**config.mk**
```make
export PLATFORM = sky130hd
export DESIGN_NAME = mix_columns_engine
export DESIGN_NICKNAME = d
export VERILOG_FILES = /design/src/rtl/aes_pkg.sv /design/src/rtl/mix_column_unit.sv /design/src/rtl/mix_columns_engine.sv
export SDC_FILE = /design/constraint.sdc
export NUM_CORES = 1
export LEC_CHECK = 0
export ABC_AREA = 1
export BUFFER_PORTS_ARGS = -buffer_cell sky130_fd_sc_hd__buf_2
export CORE_UTILIZATION = 45
export CTS_CLUSTER_SIZE = 16
export DETAILED_ROUTE_END_ITERATION = 8
export GPL_TIMING_DRIVEN = 0
export PLACE_DENSITY_LB_ADDON = 0.12
export SKIP_CTS_REPAIR_TIMING = 1
export SLEW_MARGIN = 40
export SYNTH_ARGS = -nofsm -noshare
export SYNTH_HDL_FRONTEND = slang
export SYNTH_HIERARCHICAL = 1
export SYNTH_SLANG_ARGS = --single-unit
```
**constraint.sdc**
```tcl
create_clock -name clk -period 4.6 [get_ports clk]
set_input_delay 1.38 -clock clk [delete_from_list [all_inputs] [get_ports clk]]
set_output_delay 1.38 -clock clk [all_outputs]
set_load 0.005 [all_outputs]
```
**src/rtl/aes_pkg.sv**
```systemverilog
// aes_pkg: shared GF(2^8) helpers, AES polynomial and engine FSM encoding
package aes_pkg;
   localparam logic [7:0] AES_POLY = 8'h1b;
   typedef enum logic [1:0] {IDLE, BUSY, DONE} state_e;
   function automatic logic [7:0] xtime(input logic [7:0] x);
      return {x[6:0], 1'b0} ^ (x[7] ? AES_POLY : 8'h00);
   endfunction
   // m is a 4-bit multiplier; covers every MixColumns/InvMixColumns coefficient
   function automatic logic [7:0] gf_mul(input logic [7:0] a, input logic [3:0] m);
      logic [7:0] a2, a4, a8;
      a2 = xtime(a);
      a4 = xtime(a2);
      a8 = xtime(a4);
      return (m[0] ? a : 8'h00) ^ (m[1] ? a2 : 8'h00) ^ (m[2] ? a4 : 8'h00) ^ (m[3] ? a8 : 8'h00);
   endfunction
endpackage

```
**src/rtl/mix_column_unit.sv**
```systemverilog
// mix_column_unit: combinational MixColumns/InvMixColumns of one 32-bit column
module mix_column_unit
   import aes_pkg::*;
(
   input  logic [31:0] col,
   input  logic        inverse,
   output logic [31:0] res
);
   logic [7:0] a  [4];
   logic [3:0] co [4];
   always_comb begin
      for (int i = 0; i < 4; i++) a[i] = col[31-8*i -: 8];
      co[0] = inverse ? 4'he : 4'h2;
      co[1] = inverse ? 4'hb : 4'h3;
      co[2] = inverse ? 4'hd : 4'h1;
      co[3] = inverse ? 4'h9 : 4'h1;
      res = '0;
      for (int r = 0; r < 4; r++)
         for (int k = 0; k < 4; k++)
            res[31-8*r -: 8] = res[31-8*r -: 8] ^ gf_mul(a[2'(r+k)], co[k]);
   end
endmodule

```
**src/rtl/mix_columns_engine.sv**
```systemverilog
// mix_columns_engine: iterative AES (Inv)MixColumns over a 128-bit state, COLS_PER_CYCLE columns per clock
module mix_columns_engine
   import aes_pkg::*;
#(
   parameter int COLS_PER_CYCLE = 1,
   parameter int OUT_REG        = 1
) (
   input  logic         clk,
   input  logic         rst_n,
   input  logic         in_valid,
   output logic         in_ready,
   input  logic [127:0] data_in,
   input  logic         inverse,
   output logic         out_valid,
   input  logic         out_ready,
   output logic [127:0] data_out,
   output logic         busy
);
   localparam int N  = 4 / COLS_PER_CYCLE;
   localparam int CW = N > 1 ? $clog2(N) : 1;
   state_e state_q, state_d;
   logic [127:0] work_q, work_d, dout_q;
   logic [CW-1:0] grp_q;
   logic inv_q, accept, last;
   logic [32*COLS_PER_CYCLE-1:0] lane_in, lane_out;
   assign in_ready  = state_q == IDLE;
   assign out_valid = state_q == DONE;
   assign busy      = state_q != IDLE;
   assign accept    = in_valid && in_ready;
   assign last      = grp_q == CW'(N - 1);
   assign data_out  = OUT_REG != 0 ? dout_q : work_q;
   // route the active column group to the units and write results back in place
   always_comb begin
      lane_in = '0;
      work_d  = work_q;
      for (int c = 0; c < 4; c++)
         if (grp_q == CW'(c / COLS_PER_CYCLE)) begin
            lane_in[32*(c % COLS_PER_CYCLE) +: 32] = work_q[127-32*c -: 32];
            work_d[127-32*c -: 32] = lane_out[32*(c % COLS_PER_CYCLE) +: 32];
         end
   end
   for (genvar u = 0; u < COLS_PER_CYCLE; u++) begin : g_unit
      mix_column_unit u_mcu (
         .col    (lane_in[32*u +: 32]),
         .inverse(inv_q),
         .res    (lane_out[32*u +: 32])
      );
   end
   always_comb begin
      state_d = state_q == IDLE ? (in_valid ? BUSY : IDLE)
              : state_q == BUSY ? (last ? DONE : BUSY)
              : (out_ready ? IDLE : DONE);
   end
   always_ff @(posedge clk or negedge rst_n) begin
      if (!rst_n) begin
         state_q <= IDLE;
         work_q  <= '0;
         dout_q  <= '0;
         grp_q   <= '0;
         inv_q   <= 1'b0;
      end else begin
         state_q <= state_d;
         if (accept) begin
            work_q <= data_in;
            inv_q  <= inverse;
            grp_q  <= '0;
         end else if (state_q == BUSY) begin
            work_q <= work_d;
            if (!last) grp_q <= grp_q + 1'b1;
         end
         if (OUT_REG != 0 && state_q == BUSY && last) dout_q <= work_d;
      end
   end
endmodule

```
==> run summary <==
STATUS
----------------------------------------------------------------------------------
Status .............................................................. finished, final reports clean

CLOCK NETWORK
----------------------------------------------------------------------------------
CTS tree ............................................................         done
Clk pin slew, worst setup/hold paths ................................      0.06 ns
Later-pin clock latency in the skew report ..........................      0.56 ns
Bufs on Longest Clock Path ..........................................            3
H-tree depth reported by CTS ........................................            1
CTS buffer count ....................................................           29
Root Buffer .........................................................    clkbuf_16
Number of clock sinks seen by CTS ...................................          250

ROUTE
----------------------------------------------------------------------------------
Antenna viol nets, final ............................................            0
Total wire length ...................................................      56.7 mm
Router iterations before antenna repair .............................            6
Number of vias per cell after detailed routing ......................         5.17
WL per Instance .....................................................      18.3 um
First DRT Iteration DRCs ............................................         1321
DRC viols ...........................................................            0
Vias after detailed routing .........................................        16000

STA
----------------------------------------------------------------------------------
Worst hold slack ....................................................     0.476 ns
Final TNS setup .....................................................         0 ns
Setup repair after global routing missed its margin .................        false
Worst Tran Pin Value ................................................     0.678 ns
Finish-stage setup viols ............................................            0
Time the worst path needs with I/O delays and setup .................      4.18 ns
Number of hold-slack violations in the final timing report ..........            0
Achievable Freq .....................................................      239 MHz
Pins over their slew limit ..........................................            0
Crit share post-route ...............................................        90.9%
Max-slew headroom at the worst pin ..................................        54.7%
Final worst clock skew ..............................................    0.0213 ns

LAYOUT
----------------------------------------------------------------------------------
Share of final-layout standard cells stronger than drive strength 1 .        15.8%
Final instance area .................................................   18400 um^2
Layout net count ....................................................         2764
Flip-flop and latch area ............................................    6260 um^2
Utilization after layout ............................................        54.6%
Number of fill cells in the layout ..................................         3396
Area growth from synthesis to final layout ..........................        18.7%
Footprint of the multi-input gates ..................................    7350 um^2

FLOORPLANNING
----------------------------------------------------------------------------------
Die width ...........................................................       188 um
Starting utilization of the core area ...............................        46.0%
Die footprint .......................................................   35300 um^2
Placeable core region ...............................................   33800 um^2
Die boundary height .................................................       188 um
Number of primary I/O pins ..........................................          264
Placement row count .................................................           67

GLOBAL ROUTE
----------------------------------------------------------------------------------
Number of global-route vias before repair ...........................        14800
Number of antenna violations at the first check in global routing ...            0
Maximum number of pins on one net before global-route repair ........           71
All-Layer GR Usage ..................................................        32.0%
Final global-route overflow total ...................................            0
Global-route wire length before repair ..............................      86.2 mm

WORST SETUP PATH
----------------------------------------------------------------------------------
R2r worst-path depth ................................................           23
Critical path required time .........................................      5.05 ns
Most Frequent Cell on Critical Path .................................      nand2_1
Crit path launch type ...............................................         flop
Endpoint of the worst-slack reg-to-reg timing path ..................   work_q[76]
Beginning of the worst register-to-register path ....................     grp_q[1]
Crit-path max cell delay ............................................      0.41 ns
Flop-to-flop setup slack ............................................      0.42 ns
Cells along the critical path ....................................... inv_1, ha_1, clkbuf_1, nand2_1, clkbuf_1, o21ai_0, nand2_1, nand2_1, inv_2, nand2_1, nand2_1, o21ai_1, nand2_1, nand2_1, inv_1, nand2_1, nand2_1, inv_1, nand2_1, nand2_1, nand2_1, nand3_1, nand2_1
Maximum fanout encountered on the critical timing path ..............            7
Cell type of the slowest stage on the worst timing path .............        inv_1
Crit Path Class ..................................................... flop to flop
Crit. End Element ...................................................         flop
Arrival time of the worst setup path ................................      4.63 ns

PLACED DESIGN
----------------------------------------------------------------------------------
Final HPWL from detailed placement ..................................      42.7 mm
Instance area at placement ..........................................   17500 um^2
Port bufs ...........................................................          251
Placer Congestion ...................................................        0.941

HOLD PATH
----------------------------------------------------------------------------------
Min-Delay Path Depth ................................................            2
Worst Hold Endpoint .................................................   work_q[43]
Min-delay worst type ................................................ flop to flop
Hold wc startpoint ..................................................   work_q[43]

YOSYS
----------------------------------------------------------------------------------
Mean instance size in the synthesized netlist .......................    6.64 um^2
Post-synthesis instance total .......................................         2341
Synthesized net count ...............................................         2478
Yosys warning total .................................................            6
Mapped Area .........................................................   15500 um^2

RUN
----------------------------------------------------------------------------------
Max-capacitance violation count .....................................            0

cells in the final DEF (no fill, tap or decap), drive strengths merged:
cell type and n:
nand2 1069, buf 345, inv 309, nand3 259
dfrtp 250, o21ai 162, clkbuf 97, xor2 64
a21oi 36, xnor2 19, nand4 11, nor2 8
clkinv 5, ha 4, nand3b 4, bufinv 3
diode 1, or2 1
state kept, by name, summed over array words and instances (netlist names):
signal,flops
inv_q,1
grp_q,2
state_q,2
work_q,117
data_out,128
worst max path at each step:
| stage | from | to | depth (start not counted) |
|---|---|---|---|
| finish | grp_q[1] | work_q[76] | 23 |
| global route | grp_q[0] | work_q[76] | 24 |
| detailed placement | grp_q[0] | work_q[76] | 24 |
| global placement | rst_n | data_out[111] | 1 |
| CTS | grp_q[0] | work_q[76] | 23 |
| floorplan | grp_q[0] | work_q[117] | 24 |
critical path, delay by kind of cell, from the launching register on:
family / cells / cell delay, ns
buffers and inverters: 6 / 1.22
AND/OR/NAND/NOR: 14 / 1.53
adder cells (fa/ha/maj): 1 / 0.17
AO/OA/AOI/OAI: 2 / 0.72
flip-flops: 1 / 0.40
through the flow:
step	setup WS, ns	instances
finish	0.420	3095
global route	0.201	3094
CTS	0.475	3094
detailed placement	0.482	3044
global placement	-2.57	3040
floorplan	1.79	2341
per-layer routing:
| layer | global-route usage, % | wire length (um) | vias up |
|---|---|---|---|
| met5 | 0 | 0 | - |
| met1 | 45.2 | 25100 | 7498 |
| met2 | 48.9 | 24500 | 700 |
| li1 | - | - | 7719 |
| met3 | 6.31 | 5130 | 97 |
| met4 | 10.6 | 1990 | 0 |
area by class of cell:
cell class | count | share of cell area [%]
multi-input cells | 1637 | 39.9
flip-flops and latches | 250 | 33.9
repair buffers | 255 | 7.46
inverters | 308 | 6.29
clock buffers | 41 | 4.56
plain buffers | 146 | 4.18
well taps | 448 | 3.04
clock inverters | 9 | 0.692
diodes | 1 | 0.0136
Power is not shown: default switching activity piles up to over one toggle a cycle in this logic, so the estimate is an artifact.
